$ cat src/rtl/noc_rx_endpoint.sv
// Receive-side NoC endpoint: ejection buffer, credit return, SOP marking and packet counting.
// Optional NOC_RX_DEST_CHECK_EN: discard flits whose dest differs from ENDPOINT_ID and flag err_dest.
module noc_rx_endpoint #(
  parameter int DEST_WIDTH        = 4,
  parameter int FLIT_WIDTH        = 256,
  parameter int FLIT_BUFFER_DEPTH = 2,
  parameter int ENDPOINT_ID       = 0
) (
  input  logic                  clk,
  input  logic                  rst,
  input  logic [FLIT_WIDTH-1:0] data_in,
  input  logic [DEST_WIDTH-1:0] dest_in,
  input  logic                  is_tail_in,
  input  logic                  send_in,
  output logic                  credit_out,
  output logic [FLIT_WIDTH-1:0] out_data,
  output logic [DEST_WIDTH-1:0] out_dest,
  output logic                  out_is_tail,
  output logic                  out_sop,
  output logic                  out_valid,
  input  logic                  out_ready,
  output logic [31:0]           pkt_count,
  output logic                  err_overflow
`ifdef NOC_RX_DEST_CHECK_EN
  ,
  output logic                  err_dest
`endif
);

  localparam int PTR_W = (FLIT_BUFFER_DEPTH > 1) ? $clog2(FLIT_BUFFER_DEPTH) : 1;
  localparam int CNT_W = $clog2(FLIT_BUFFER_DEPTH + 1);

  // Handshake: a flit transfers on a rising edge where out_valid and out_ready are both high;
  // out_valid never depends on out_ready, and out_* hold steady until the transfer.

  typedef enum logic [0:0] {
    PKT_IDLE = 1'b0,
    PKT_IN   = 1'b1
  } pkt_state_e;

  logic [FLIT_WIDTH-1:0] mem_data_q [FLIT_BUFFER_DEPTH];
  logic [DEST_WIDTH-1:0] mem_dest_q [FLIT_BUFFER_DEPTH];
  logic                  mem_tail_q [FLIT_BUFFER_DEPTH];

  logic [PTR_W-1:0] wr_ptr_q, wr_ptr_d;
  logic [PTR_W-1:0] rd_ptr_q, rd_ptr_d;
  logic [CNT_W-1:0] count_q, count_d;
  logic             credit_q;
  logic             overflow_q;
  logic [31:0]      pkt_count_q, pkt_count_d;
  pkt_state_e       state_q, state_d;

  logic head_valid;
  logic head_tail;
  logic head_misrouted;
  logic full;
  logic deliver;
  logic pop;
  logic push;

  function automatic logic [PTR_W-1:0] ptr_inc(input logic [PTR_W-1:0] p);
    if (p == PTR_W'(FLIT_BUFFER_DEPTH - 1)) begin
      return '0;
    end
    return p + PTR_W'(1);
  endfunction

  assign head_valid = (count_q != '0);
  assign full       = (count_q == CNT_W'(FLIT_BUFFER_DEPTH));
  assign head_tail  = mem_tail_q[rd_ptr_q];

`ifdef NOC_RX_DEST_CHECK_EN
  logic err_dest_q;

  assign head_misrouted = head_valid && (mem_dest_q[rd_ptr_q] != DEST_WIDTH'(ENDPOINT_ID));
  assign err_dest       = err_dest_q;

  always_ff @(posedge clk or posedge rst) begin
    if (rst) begin
      err_dest_q <= 1'b0;
    end else if (head_misrouted) begin
      err_dest_q <= 1'b1;
    end
  end
`else
  logic unused_endpoint_id;

  assign head_misrouted     = 1'b0;
  assign unused_endpoint_id = ^DEST_WIDTH'(ENDPOINT_ID);
`endif

  // A misrouted head is dropped without waiting for the consumer.
  assign deliver = head_valid && !head_misrouted && out_ready;
  assign pop     = deliver || head_misrouted;
  // A full buffer still takes a flit when a slot frees on the same edge.
  assign push    = send_in && (!full || pop);

  always_comb begin
    wr_ptr_d = wr_ptr_q;
    rd_ptr_d = rd_ptr_q;
    count_d  = count_q;
    if (push) begin
      wr_ptr_d = ptr_inc(wr_ptr_q);
    end
    if (pop) begin
      rd_ptr_d = ptr_inc(rd_ptr_q);
    end
    case ({push, pop})
      2'b10:   count_d = count_q + CNT_W'(1);
      2'b01:   count_d = count_q - CNT_W'(1);
      default: count_d = count_q;
    endcase
  end

  always_comb begin
    state_d     = state_q;
    pkt_count_d = pkt_count_q;
    case (state_q)
      PKT_IDLE: begin
        if (deliver) begin
          if (head_tail) begin
            pkt_count_d = pkt_count_q + 32'd1;
          end else begin
            state_d = PKT_IN;
          end
        end
      end
      PKT_IN: begin
        if (deliver && head_tail) begin
          state_d     = PKT_IDLE;
          pkt_count_d = pkt_count_q + 32'd1;
        end
      end
      default: state_d = PKT_IDLE;
    endcase
  end

  always_ff @(posedge clk or posedge rst) begin
    if (rst) begin
      wr_ptr_q    <= '0;
      rd_ptr_q    <= '0;
      count_q     <= '0;
      credit_q    <= 1'b0;
      overflow_q  <= 1'b0;
      pkt_count_q <= '0;
      state_q     <= PKT_IDLE;
      for (int i = 0; i < FLIT_BUFFER_DEPTH; i++) begin
        mem_data_q[i] <= '0;
        mem_dest_q[i] <= '0;
        mem_tail_q[i] <= 1'b0;
      end
    end else begin
      wr_ptr_q    <= wr_ptr_d;
      rd_ptr_q    <= rd_ptr_d;
      count_q     <= count_d;
      credit_q    <= pop;
      pkt_count_q <= pkt_count_d;
      state_q     <= state_d;
      if (send_in && !push) begin
        overflow_q <= 1'b1;
      end
      if (push) begin
        mem_data_q[wr_ptr_q] <= data_in;
        mem_dest_q[wr_ptr_q] <= dest_in;
        mem_tail_q[wr_ptr_q] <= is_tail_in;
      end
    end
  end

  assign credit_out   = credit_q;
  assign out_valid    = head_valid && !head_misrouted;
  assign out_data     = mem_data_q[rd_ptr_q];
  assign out_dest     = mem_dest_q[rd_ptr_q];
  assign out_is_tail  = head_tail;
  assign out_sop      = (state_q == PKT_IDLE);
  assign pkt_count    = pkt_count_q;
  assign err_overflow = overflow_q;

endmodule
$ cat config.mk
export PLATFORM = sky130hd
export DESIGN_NAME = noc_rx_endpoint
export DESIGN_NICKNAME = d
export VERILOG_FILES = /design/src/rtl/noc_rx_endpoint.sv
export SDC_FILE = /design/constraint.sdc
export NUM_CORES = 1
export LEC_CHECK = 0
export ABC_AREA = 1
export CAP_MARGIN = 30
export CORE_ASPECT_RATIO = 0.5
export CORE_UTILIZATION = 47
export CTS_BUF_LIST = sky130_fd_sc_hd__clkbuf_8
export DETAILED_ROUTE_END_ITERATION = 10
export PLACE_DENSITY = 0.78
export SYNTH_ARGS = -nofsm -noshare
export SYNTH_HDL_FRONTEND = slang
export SYNTH_SLANG_ARGS = --single-unit
$ cat constraint.sdc
create_clock -name clk -period 19.3 [get_ports clk]
set_input_delay 3.86 -clock clk [delete_from_list [all_inputs] [get_ports clk]]
set_output_delay 3.86 -clock clk [all_outputs]
set_load 0.005 [all_outputs]
Word-level counts from Yosys, hierarchy flattened
Cells that the tools add are included.
{ "totals": {"ff_bits": 561, "latch_bits": 0, "ram_bits": 0, "mem_bits_ro": 0, "in_bits": 265, "output_inout_bits": 297, "word_cells": 76, "mem_count": 0} }
{ "classes": {"add_sub_neg": 5, "mul": 0, "div": 0, "magnitude_cmp": 3, "eq_ne": 6, "shift": 0, "muxes": 35, "n_bitwise": 3, "n_reduce_logical": 11} }
{ "op_table": {"columns": ["cell", "n"], "rows": [
  ["256-bit 2-to-1 mux", 4],
  ["512-bit bitwise mux", 1],
  ["256-bit demux with 1-bit select", 1],
  ["32-bit 2-to-1 mux", 3],
  ["32-bit one-hot mux with 2 select lines", 1],
  ["32-bit by 1-bit adder with 32-bit output (second input constant)", 1],
  ["4-bit 2-to-1 mux", 4],
  ["1-bit 2-to-1 mux", 15],
  ["8-bit bitwise mux", 1],
  ["2-bit by 1-bit inequality test with 1-bit output (second input constant)", 3],
  ["1-bit logical AND", 5],
  ["4-bit demux with 1-bit select", 1],
  ["2-bit equality test (second input constant)", 2],
  ["2-bit >= comparator (second input constant)", 2],
  ["1-bit inverter with 2-bit output", 2],
  ["2-bit one-hot mux with 2 select lines", 1],
  ["2-bit nonzero test", 2],
  ["3-bit AND reduction", 1],
  ["1-bit adder (second input constant)", 2],
  ["2-bit by 1-bit adder with 2-bit output (second input constant)", 1],
  ["2-bit bitwise mux", 1],
  ["2-bit by 1-bit equality test with 1-bit output (second input constant)", 1],
  ["1-bit logical NOT", 2],
  ["2-bit by 1-bit < comparator with 1-bit output (second input constant)", 1],
  ["other kinds (5)", 5]
]} }

Depth between registers and ports, before layout
{ "depth": {"word_depth": 7, "depth_mapped": 12, "depth_no_buf": 10} }

Worst setup path after synthesis
No wires, ideal clock.
{ "synth_timing": {"kind": "input to register", "from": "in out_ready", "to": "reg count_q[1]", "setup_ps": 125, "arrival_time_ps": 5238, "required_ps": 19175, "path_slack_ps": 13937, "cell_stages": 9, "n_path_buf": 2, "path_cell_list": "inv_2 > nand3b_4 > nand2_4 > clkbuf_1 > clkbuf_1 > ha_1 > a21oi_1 > o21ai_0 > xnor2_1"} }
{ "synth_via": {"elab_chain_cells": 5, "word_cells_on_any_way": 7, "cone_classes": "eq/ne (2); mux (1); reduce/logical (4)"} }
{ "synth_rtl": {"columns": ["element", "line_no", "text"], "rows": [
  ["from (decl)", "21", "input logic out_ready,"],
  ["1-bit logical AND *", "93", "assign deliver = head_valid && !head_misrouted && out_ready;"],
  ["1-bit logical OR", "96", "assign push = send_in && (!full || pop);"],
  ["1-bit logical AND", "96", null],
  ["2-bit by 1-bit equality test with 1-bit output or 2-bit equality test (tied branches)", "108", "case ({push, pop})"],
  ["2-bit one-hot mux with 2 select lines or 2-bit nonzero test (tied branches)", null, null],
  ["to (signal assigned)", "155", "count_q <= count_d;"],
  ["to (decl)", "47", "logic [CNT_W-1:0] count_q, count_d;"]
]} }
Mark *: on every way between the ends. The rest lies on a longest branch, timed or not.
A chain may end at the register's enable or synchronous reset.

Worst setup path after layout
{ "layout_timing": {"from": "reg rd_ptr_q", "to": "out out_data[124]"} }
{ "layout_via": {"elab_chain_cells": 4} }
{ "layout_rtl": {"columns": ["element", "line_no", "text"], "rows": [
  ["from (decl)", "46", "logic [PTR_W-1:0] rd_ptr_q, rd_ptr_d;"],
  ["from (signal assigned)", "154", "rd_ptr_q <= rd_ptr_d;"],
  ["1-bit inverter with 2-bit output (not written as such)", "172", "assign out_data = mem_data_q[rd_ptr_q];"],
  ["256-bit 2-to-1 mux (not written as such) (3 in series)", "172", null],
  ["to (decl)", "16", "output logic [FLIT_WIDTH-1:0] out_data,"]
]} }
No other way between the ends. The select of a mux whose other input is x is not followed.

==> flow_summary_export.csv <==
group,metric,value,unit
run_status,outcome,"finished clean",
clocking,h-tree-depth,3,
critical_path,reg2reg_depth,8,
logic_synthesis,yosys_most_used_dff,"dfrtp_1",
logic_synthesis,yosys_warnings,0,
sta,setup_viol,0,
floorplan,rows,59,
logic_synthesis,synth.distinct_cells,24,
clocking,cts_root_buf,"clkbuf_8",
flow_run,drv_cap,0,
critical_path,cpMaxStageDelayCell,"dfrtp_4",
drt,drtIter0Drc,2039,
logic_synthesis,synth_xor_area_share,0.707,%
drt,via_count,22395,
clocking,clock_latency,0.65,ns
logic_synthesis,async_flop_share,100,%
clocking,cts_buffers,83,
drt,wl_per_cell,17.0,um
global_routing,grt_max_degree,277,
clocking,cts_tree,"done",
logic_synthesis,syn_avg_cell_area,8.07,um^2
sta,worstMarginPinSlew,1.16,ns
layout,drive_gt1_share,4.45,%
clocking,cts_hold_buf,0,
critical_path,criticalPathCategory,"reg2out",
logic_synthesis,synth_top_cell_area_share,56.6,%
logic_synthesis,synth.most_common_cell,"nand2_1",
logic_synthesis,yosys.area_share.simple,18.8,%
critical_path,cp-end-kind,"output pin",
critical_path,cp_common_cell,"buf_4",
critical_path,worstPathArrival,4.02,ns
power,power.density,164,nW/um^2
logic_synthesis,synthMuxAreaShare,0,%
critical_path,path_buf_inv,3,
sta,hold_ws,0.487,ns
critical_path,crit_family,"buffers and inverters",
logic_synthesis,synth_common_cells,"nand2_1, o21ai_0, dfrtp_1",
critical_path,worstReg2RegEnd,"pkt_count[19]",
drt,via_per_inst,5.17,
floorplan,start_util,47.6,%
placed_design,dp_hpwl,47.3,mm
sta,post-route-period-util,40.8,%
power,leakage,15.1,nW
sta,finClkSkew,0.0339,ns
logic_synthesis,yosysSeqAreaShare,56.6,%
global_routing,grtUsageTotal,26.9,%
sta,totalNegativeSetupSlack,0,ns
logic_synthesis,synth_area,24800,um^2
sta,hold_viol_final,0,
logic_synthesis,ys_ff_latch,561,
critical_path,cp-start-kind,"flip-flop",
clocking,ctsResizeCount,0,
layout,synthToLayoutAreaGrowth,31.2,%
logic_synthesis,synth_area_leaders,"dfrtp_1, nand2_1, o21ai_0",
clocking,cts.sinks,561,
drt,antenna_left,0,
logic_synthesis,yosysTopAreaCell,"dfrtp_1",
critical_path,cp_max_fo,88,
placed_design,gp_congestion,0.888,
logic_synthesis,netlist_instances,3072,
floorplan,core-area,52000,um^2
layout,fin_nets,3805,
drt,drc,0,
logic_synthesis,synth_top_family_by_area,"simple AND/OR/NAND/NOR gates",
floorplan,dieArea,53700,um^2
clocking,postCtsSetupBuffers,0,
layout,n_fill_cell,4452,
sta,max_slew_margin,23.0,%
sta,max_freq,127,MHz
drt,first_pass_iters,5,
logic_synthesis,synth-compound-area-share,15.9,%
global_routing,antenna_found_initial,20,
global_routing,grt_pass1_wl,115,mm
critical_path,cp.required,15.44,ns
min_path,hold_class,"reg2reg",
sta,timing.final.crit_period,7.88,ns
logic_synthesis,synth-edff-count,0,
critical_path,critical_path.max_stage_delay,1.00,ns
floorplan,die_h,164,um
critical_path,reg2reg_from,"rd_ptr_q",
clocking,path_clk_slew,0.07,ns
global_routing,grt_pass1_vias,21527,
sta,rsz0062_at_grt,"false",
floorplan,io_pins,562,
critical_path,worstPathCellList,"buf_4 > buf_4 > nand2_1 > o21ai_0 > clkdlybuf4s50_1",
drt,wl,73.8,mm
critical_path,rrSetupSlack,15.34,ns
sta,slew_viol_final,0,
floorplan,die_w,327,um
logic_synthesis,synthAdderAreaFrac,0.101,%
placed_design,io_buffers,561,
logic_synthesis,synth_nets,3339,
global_routing,gr-total-overflow,0,
power,p_total,0.00532,W
critical_path,critical_path_cell_count,5,
power,peakVddDrop,0.110,mV
clocking,cts.path.max_buffers,3,
critical_path,critPathLaunch,"rd_ptr_q",
critical_path,critPathCapture,"out_data[124]",
-- layout by cell type, fill, tap and decap left out, types with 3 or more instances in the layout --
master and instances:
buf_12 5, buf_16 3, buf_4 14, clkbuf_8 113, clkdlybuf4s50_1 561, clkinv_2 9
dfrtp_1 560, diode_2 32, inv_1 305, inv_6 3, nand2_1 1131, nand3_1 11
nand3b_1 5, nand4_1 9, nor2_1 40, nor2_4 3, nor3_1 5, o21ai_0 786
xnor2_1 10, xor2_1 10
-- cell families (layout without fill, tap and decap cells) --
group           Yosys count  after routing
compound gates          789            789
buf+inv                 492           1018
simple gates           1208           1208
flops                   561            561
xor+xnor                 20             20
fa+ha+maj                 2              2
other cells               0             32
-- report_power, final --
| part | internal (W) | switching, W | total (W) |
|---|---|---|---|
| Combinational | 0.00108 | 0.00129 | 0.00237 |
| Clock | 0.000534 | 0.000476 | 0.00101 |
| Sequential | 0.00171 | 0.000231 | 0.00194 |
| Total | 0.00333 | 0.00200 | 0.00532 |
-- area by class of cell --
class | instances | area (um^2) | area share [%]
diodes | 32 | 80.1 | 0.246
well taps | 701 | 877 | 2.70
clock buffers | 113 | 1560 | 4.78
flip-flops and latches | 561 | 14000 | 43.2
inverters | 290 | 1100 | 3.37
clock inverters | 32 | 171 | 0.527
repair buffers | 583 | 5900 | 18.1
multi-input cells | 2019 | 8810 | 27.1
-- worst min-delay path by stage --
| stage | startpoint | end | slack [ns] | cells after the start |
|---|---|---|---|---|
| after floorplan | mem_data_q[162] | mem_data_q[162] | 0.47 | 2 |
| after global placement | err_overflow | err_overflow | 0.47 | 1 |
| final | err_overflow | err_overflow | 0.49 | 1 |
| after CTS | err_overflow | err_overflow | 0.49 | 1 |
| after detailed placement | err_overflow | err_overflow | 0.47 | 1 |
| after global routing | mem_data_q[204] | mem_data_q[204] | 0.51 | 2 |
-- flip-flops by register name, indices dropped and copies added, names as in the netlist, named ones only --
signal,count
mem_dest_q,8
mem_tail_q,2
credit_out,1
rd_ptr_q,1
err_overflow,1
mem_data_q,512
wr_ptr_q,1
pkt_count,32
count_q,2
-- per-stage QoR --
step | instance area (um^2) | instances | utilization (%) | setup WS, ns
after floorplan | 24800 | 3072 | - | 7.80
after global placement | 30600 | 4150 | 58.9 | 11.61
after detailed placement | 30700 | 4153 | 59.0 | 12.16
after CTS | 32400 | 4298 | 62.3 | 11.43
after global routing | 32500 | 4323 | 62.5 | 11.05
final | 32500 | 4331 | 62.5 | 11.42
-- metal layers --
metal | up-vias | track usage, % | part of all wire [%]
met5 | - | 0 | 0
met2 | 719 | 43.7 | 50
met4 | 0 | 20.9 | 7.3
met3 | 269 | 4.96 | 4.4
li1 | 10640 | - | -
met1 | 10767 | 32.1 | 39
(Power assumes the default switching activity.)
